### src/rtl/ov7670_sccb_init.sv
// ov7670_sccb_init
//   Power-up configuration sequencer for an OV7670 sensor. A rising edge on
//   in_flag (seen while idle or done) plays a fixed register table to the
//   sensor. Each table entry is one SCCB 3-phase write: device ID, register
//   address, data. Each byte is followed by a released don't-care (ACK) bit.
//   The ACK is not checked.
//
// Ports
//   sys_clk  : system clock, rising edge
//   rst      : synchronous reset, active low
//   in_flag  : start request, rising-edge triggered
//   sccb_sdl : SIO_D, 1 = released/high (mapped to open-drain above this block)
//   sccb_scl : SIO_C
//   finish   : high once the whole table has been sent; cleared by reset or
//              by a new start
module ov7670_sccb_init #(
    parameter int          QTR      = 2,      // sys_clk cycles per SCL quarter (>=1)
    parameter logic [7:0]  DEV_ID   = 8'h42,
    parameter int          NUM_REGS = 4
) (
    input  logic sys_clk,
    input  logic rst,
    input  logic in_flag,
    output logic sccb_sdl,
    output logic sccb_scl,
    output logic finish
);

    localparam int              CW       = (QTR > 1) ? $clog2(QTR) : 1;
    localparam logic [CW-1:0]   QMAX     = CW'(QTR - 1);
    localparam logic [15:0]     LAST_IDX = 16'(NUM_REGS - 1);

    typedef enum logic [2:0] {IDLE, START, BITS, STOP, GAP, DONE} state_t;

    state_t         state, state_n;
    logic [CW-1:0]  cnt, cnt_n;          // sys_clk cycles within a quarter
    logic [1:0]     q, q_n;              // quarter within the current phase/bit
    logic [3:0]     bit_in, bit_n;       // 0..7 data bits, 8 = don't-care bit
    logic [1:0]     byte_sel, byte_n;    // 0 = device ID, 1 = register, 2 = data
    logic [15:0]    idx, idx_n;          // table entry
    logic           fin_n;
    logic           in_d;
    logic           tick;
    logic           start;
    logic [7:0]     cur_byte;
    logic [7:0]     sh;
    logic           tx_bit;
    logic           scl_d, sdl_d;

    // Entries past the end of the table repeat the last one.
    function automatic logic [7:0] tbl_reg(input logic [15:0] i);
        case (i)
            16'd0:   tbl_reg = 8'h12;
            16'd1:   tbl_reg = 8'h11;
            16'd2:   tbl_reg = 8'h12;
            default: tbl_reg = 8'h40;
        endcase
    endfunction

    function automatic logic [7:0] tbl_dat(input logic [15:0] i);
        case (i)
            16'd0:   tbl_dat = 8'h80;
            16'd1:   tbl_dat = 8'h01;
            16'd2:   tbl_dat = 8'h04;
            default: tbl_dat = 8'hD0;
        endcase
    endfunction

    assign tick  = (cnt == QMAX);
    assign start = in_flag && !in_d && (state == IDLE || state == DONE);

    // Bit currently on the wire: MSB first, the 9th bit of each byte released.
    always_comb begin
        case (byte_sel)
            2'd0:    cur_byte = DEV_ID;
            2'd1:    cur_byte = tbl_reg(idx);
            default: cur_byte = tbl_dat(idx);
        endcase
        sh     = cur_byte << bit_in[2:0];
        tx_bit = (bit_in == 4'd8) ? 1'b1 : sh[7];
    end

    // Next-state / counter logic
    always_comb begin
        state_n = state;
        q_n     = q;
        bit_n   = bit_in;
        byte_n  = byte_sel;
        idx_n   = idx;
        fin_n   = finish;
        if (state == IDLE || state == DONE)
            cnt_n = '0;
        else
            cnt_n = tick ? '0 : cnt + 1'b1;

        case (state)
            IDLE, DONE: begin
                if (start) begin
                    state_n = START;
                    q_n     = 2'd0;
                    idx_n   = 16'd0;
                    fin_n   = 1'b0;
                    cnt_n   = '0;
                end
            end
            START: begin
                if (tick) begin
                    if (q == 2'd1) begin
                        state_n = BITS;
                        q_n     = 2'd0;
                        bit_n   = 4'd0;
                        byte_n  = 2'd0;
                    end else begin
                        q_n = q + 2'd1;
                    end
                end
            end
            BITS: begin
                if (tick) begin
                    q_n = q + 2'd1;
                    if (q == 2'd3) begin
                        if (bit_in == 4'd8) begin
                            bit_n = 4'd0;
                            if (byte_sel == 2'd2)
                                state_n = STOP;
                            else
                                byte_n = byte_sel + 2'd1;
                        end else begin
                            bit_n = bit_in + 4'd1;
                        end
                    end
                end
            end
            STOP: begin
                if (tick) begin
                    if (q == 2'd2) begin
                        state_n = GAP;
                        q_n     = 2'd0;
                    end else begin
                        q_n = q + 2'd1;
                    end
                end
            end
            GAP: begin
                if (tick) begin
                    q_n = q + 2'd1;
                    if (q == 2'd3) begin
                        if (idx < LAST_IDX) begin
                            idx_n   = idx + 16'd1;
                            state_n = START;
                        end else begin
                            state_n = DONE;
                            fin_n   = 1'b1;
                        end
                    end
                end
            end
            default: state_n = IDLE;
        endcase
    end

    // Pin decode from the current phase; registered below so the pins are
    // glitch-free. sdl only moves on quarter 0 of a bit, where scl is low.
    always_comb begin
        scl_d = 1'b1;
        sdl_d = 1'b1;
        case (state)
            START: begin
                scl_d = (q == 2'd0);
                sdl_d = 1'b0;
            end
            BITS: begin
                scl_d = q[1];
                sdl_d = tx_bit;
            end
            STOP: begin
                scl_d = (q != 2'd0);
                sdl_d = (q == 2'd2);
            end
            default: begin
                scl_d = 1'b1;
                sdl_d = 1'b1;
            end
        endcase
    end

    always_ff @(posedge sys_clk) begin
        if (!rst) begin
            state    <= IDLE;
            cnt      <= '0;
            q        <= 2'd0;
            bit_in   <= 4'd0;
            byte_sel <= 2'd0;
            idx      <= 16'd0;
            finish   <= 1'b0;
            in_d     <= 1'b0;
            sccb_scl <= 1'b1;
            sccb_sdl <= 1'b1;
        end else begin
            state    <= state_n;
            cnt      <= cnt_n;
            q        <= q_n;
            bit_in   <= bit_n;
            byte_sel <= byte_n;
            idx      <= idx_n;
            finish   <= fin_n;
            in_d     <= in_flag;
            sccb_scl <= scl_d;
            sccb_sdl <= sdl_d;
        end
    end

endmodule

### config.mk
export PLATFORM = sky130hd
export DESIGN_NAME = ov7670_sccb_init
export DESIGN_NICKNAME = d
export VERILOG_FILES = /design/src/rtl/ov7670_sccb_init.sv
export SDC_FILE = /design/constraint.sdc
export NUM_CORES = 1
export LEC_CHECK = 0
export ABC_AREA = 0
export CORE_MARGIN = 1.5
export CORE_UTILIZATION = 65
export CTS_BUF_LIST = sky130_fd_sc_hd__clkbuf_2
export DETAILED_ROUTE_END_ITERATION = 8
export PLACE_DENSITY = 0.81
export SLEW_MARGIN = 30
export SYNTH_ARGS = -nofsm -noshare
export SYNTH_HDL_FRONTEND = slang
export SYNTH_SLANG_ARGS = --single-unit
### constraint.sdc
create_clock -name sys_clk -period 2.48 [get_ports sys_clk]
set_input_delay 0.744 -clock sys_clk [delete_from_list [all_inputs] [get_ports sys_clk]]
set_output_delay 0.744 -clock sys_clk [all_outputs]
set_load 0.02 [all_outputs]
* After elaboration in Yosys (flattened, before gate mapping)
Cells that the tools add are included.
** Word-level totals
- Flip-flop bits (word level) :: 32
- Latch bits :: 0
- RAM bits :: 0
- Bits in read-only memories :: 0
- Input bits :: 3
- Output and inout port bits :: 3
- Logic and storage cells :: 119
- Memories kept :: 0
** Cells by class
- Add/sub/neg operators :: 5
- Multiply operators :: 0
- Divide/modulo/power cells :: 0
- Order comparisons :: 1
- Eq/ne operators :: 28
- Shift operators :: 1
- Mux-type cells :: 53
- Bitwise logic cells :: 0
- Reduce and logical (&&, ||, !) cells :: 21
** Operators by type and width (number)
- two-way mux 16 bit :: 4
- two-way mux 3 bit :: 12
- case mux 16 bit (2 select lines) :: 1
- inequality test 2 bit, second input constant :: 14
- two-way mux 2 bit :: 12
- case mux 8 bit (3 select lines) :: 1
- two-way mux 4 bit :: 5
- AND reduction 5 bit :: 4
- adder 16 x 1 -> 16 bit, second input constant :: 1
- == test 16 x 1 -> 1 bit, second input constant :: 1
- == test 16 x 2 -> 1 bit, second input constant :: 1
- zero test 16 bit :: 1
- less-than comparator 16 x 2 -> 1 bit, second input constant :: 1
- case mux 8 bit (2 select lines) :: 1
- case mux 3 bit (5 select lines) :: 1
- case mux 7 bit (2 select lines) :: 1
- AND reduction 11 bit :: 1
- two-way mux 1 bit :: 9
- case mux 2 bit (4 select lines) :: 1
- case mux 4 bit (2 select lines) :: 1
- left shift 8 x 3 -> 8 bit :: 1
- AND reduction 7 bit :: 1
- == test 2 bit, second input constant :: 3
- == test 3 x 2 -> 1 bit, second input constant :: 2
- other kinds (19) :: 29

* Depth between registers and ports, before layout
- Depth in word-level cells :: 7
- Depth in mapped cells :: 8
- Mapped depth without buffers :: 7

* Worst setup path after synthesis
No wires, ideal clock.
- Path type :: in2reg
- From :: in in_flag
- To :: reg q[0]
- Library setup time :: 0.118 ns
- Arrival :: 1.597 ns
- Data required time :: 2.362 ns
- Setup slack :: 0.765 ns
- Stages on the path :: 6
- Path buffers :: 1
- Cell sequence :: nand2b_1 -> or3_1 -> clkbuf_1 -> a32o_1 -> nand2b_1 -> a21oi_1
** Between the ends
- Longest elaborated chain between the ends :: 4
** Ends and longest elaborated chain
- start: declaration :: RTL line 23 : input logic in_flag,
- logical AND 1 bit (2 in a row) :: RTL line 70 : assign start = in_flag && !in_d && (state == IDLE || state == DONE);
- inequality test 2 bit (no line)
- AND reduction 5 bit (no line)
- end signal: assignment :: RTL line 202 : q <= q_n;
- end: declaration :: RTL line 37 : logic [1:0] q, q_n;
Every way passes these cells.
A chain may end at the register's enable or synchronous reset.

* Final worst setup path
- From :: reg finish
- To :: out finish
** RTL lines
- start: declaration :: RTL line 26 : output logic finish
- start signal: assignment :: RTL line 206 : finish <= fin_n;
No word-level cell between the ends.

==> flow_summary.ini <==
[status]
status = completed

[sta]
drv_slew = 0
relSlewSlack = 0.693
timing.final.crit_share = 0.850
setup_violations = 0
timing.setup.tns_ns = 0
period_needed_ns = 2.11
clock_skew_ns = 0.00550
rsz0062_at_grt = false
worst_pin_slew_ns = 0.460
hold_violations = 0
max_freq_ghz = 0.474

[synthesis]
ys_warn_count = 0
yosysTopAreaCell = dfxtp_1
ys.flop_type = dfxtp_1
syn_inst = 211
netlist_top_cells_area = dfxtp_1, ha_1, and3_1, nor2_1, nand2_1
synth_top_area_share = 0.341
syn-num-nets = 229
seq_area_frac_synth = 0.341
yosys.cell_types.count = 57
async_reset_ff_frac = 0
synth_area_per_cell_sq_um = 8.89
synth_seq_cells = 32
synth_area_sq_um = 1880
synth-edff-count = 0

[floorplanning]
core_area_sq_um = 2760
row_count = 19
die_width_um = 56.7
io_pins = 6
fp.dieH_um = 56.7
dieArea_sq_um = 3220
initial_core_util = 0.681

[pwr]
max-vdd-ir-drop_mv = 0.516
power_density_nw_per_um2 = 512
leakage_nw = 0.811

[clocking]
hold_buffers = 0
numCtsBuffers = 5
cts.htree.levels = 2
worstSkewPairLatency_ns = 0.38
path_clk_slew_ns = 0.16
cts_tree = built
clock-root-buffer = clkbuf_2
cts.sinks = 32
cts_setup_buffers = 0
cts_resized = 0
cts_buffer_depth = 2

[placed_design]
placed_cells = 239
portBuffers = 5
place_area_sq_um = 1920
dp_hpwl_mm = 2.75
gp_congestion = 0.961

[finish]
fin_area_sq_um = 1980
n_antenna_cell = 0
multiInputGateArea_sq_um = 1100
instances_no_fill = 247
syn_to_final_growth_pct = 5.60
nNetsFinal = 233
drive_above_1_share = 0.116
final_common_cell = dfxtp_1
layout_common_cells = dfxtp_1, nor2_1, nand2_1
final_core_util = 0.719
regArea_sq_um = 641
nFillCells = 217

[setup_path]
rrSetupSlack_ns = 0.64
crit_path_max_fanout = 3
crit_path_end_kind = output pin
worstPathArrival_ns = 1.36
cpPeakStageDelay_ns = 0.61
worstSetupPathType = flip-flop to output pin
crit_path_start_kind = flip-flop
crit_chain = clkdlybuf4s50_1
r2r-start = state[0]
crit_family = buffers and inverters
required_ns = 1.74
critPathBufInv = 1
crit_slowest_cell = clkdlybuf4s50_1
critPathLaunch = finish

[worst_hold_path]
min_from = idx[8]
hp-class = flip-flop to flip-flop

[grt]
grt_pass1_wl_mm = 6.40
overflow = 0
grt_pass1_vias = 1429
grt_max_degree = 21
antenna_found_initial = 0
gr-usage-all-layers = 0.258

[route]
route.detailed.drc = 0
vias = 1539
drt-pass1-iter-count = 5
wl_per_cell_um = 15.4
viasPerCell = 6.23
drt-total-wl_mm = 3.80
antenna_left = 0
drtIter0Drc = 152

[flow_run]
max_cap_violations = 0
-- cells by family (layout without fill, tap and decap cells) --
kind of cell / Yosys count / in the layout / synth area share
AO/OA/AOI/OAI: 41 / 41 / 0.165
XOR/XNOR: 6 / 6 / 0.0280
adder cells (fa/ha/maj): 15 / 15 / 0.100
buffers and inverters: 26 / 31 / 0.0720
flip-flops: 32 / 32 / 0.341
multiplexers: 5 / 5 / 0.0273
AND/OR/NAND/NOR: 86 / 86 / 0.266
-- sequential cells by signal, indices dropped and copies added (netlist names), 2 cells and up --
register	flops
idx	16
q	2
byte_sel	2
state	3
bit_in	4
-- synth_stat cells (all sizes together) (3+ instances only) --
master	instances
a211oi	4
a21oi	9
and3	15
buf	7
clkbuf	6
dfxtp	32
ha	15
inv	13
mux2i	4
nand2	16
nand2b	8
nand3	5
nand3b	3
nand4	5
nor2	19
nor3	3
nor4	3
o21ai	6
xor2	4
-- per-stage QoR --
step	total power [W]	setup slack (ns)	hold WS, ns
global placement	0.000660	0.323	0.467
global route	0.00105	0.292	0.511
CTS	0.00102	0.344	0.496
finish	0.00101	0.372	0.494
floorplan	0.000637	0.765	0.453
detailed placement	0.000667	0.267	0.469
-- power by group --
group / switching [W] / total, W / internal (W)
registers: 0.0000178 / 0.000543 / 0.000525
logic: 0.0000669 / 0.000116 / 0.0000487
clock network: 0.000182 / 0.000356 / 0.000174
total: 0.000267 / 0.00101 / 0.000747
-- routing by layer --
metal,share of wire,vias up,track usage
met3,0.074,7,0.0691
met4,0.017,0,0.133
met1,0.44,710,0.320
li1,-,757,-
met2,0.47,65,0.407
met5,0,-,0
-- final timing paths --
kind | cells past startpoint | to
setup / recovery | 1 | finish
hold / removal | 1 | idx[8]
setup reg to reg | 6 | state[0]
hold reg to reg | 1 | idx[8]
-- area by class of cell --
type,count,share of cell area
clock buffer,6,0.0152
clock inverter,2,0.0177
inverter,13,0.0246
multi-input combinational,153,0.556
sequential,32,0.323
tap,31,0.0196
timing repair buffer,10,0.0442
Note: power is estimated with default switching activity, not from simulation.
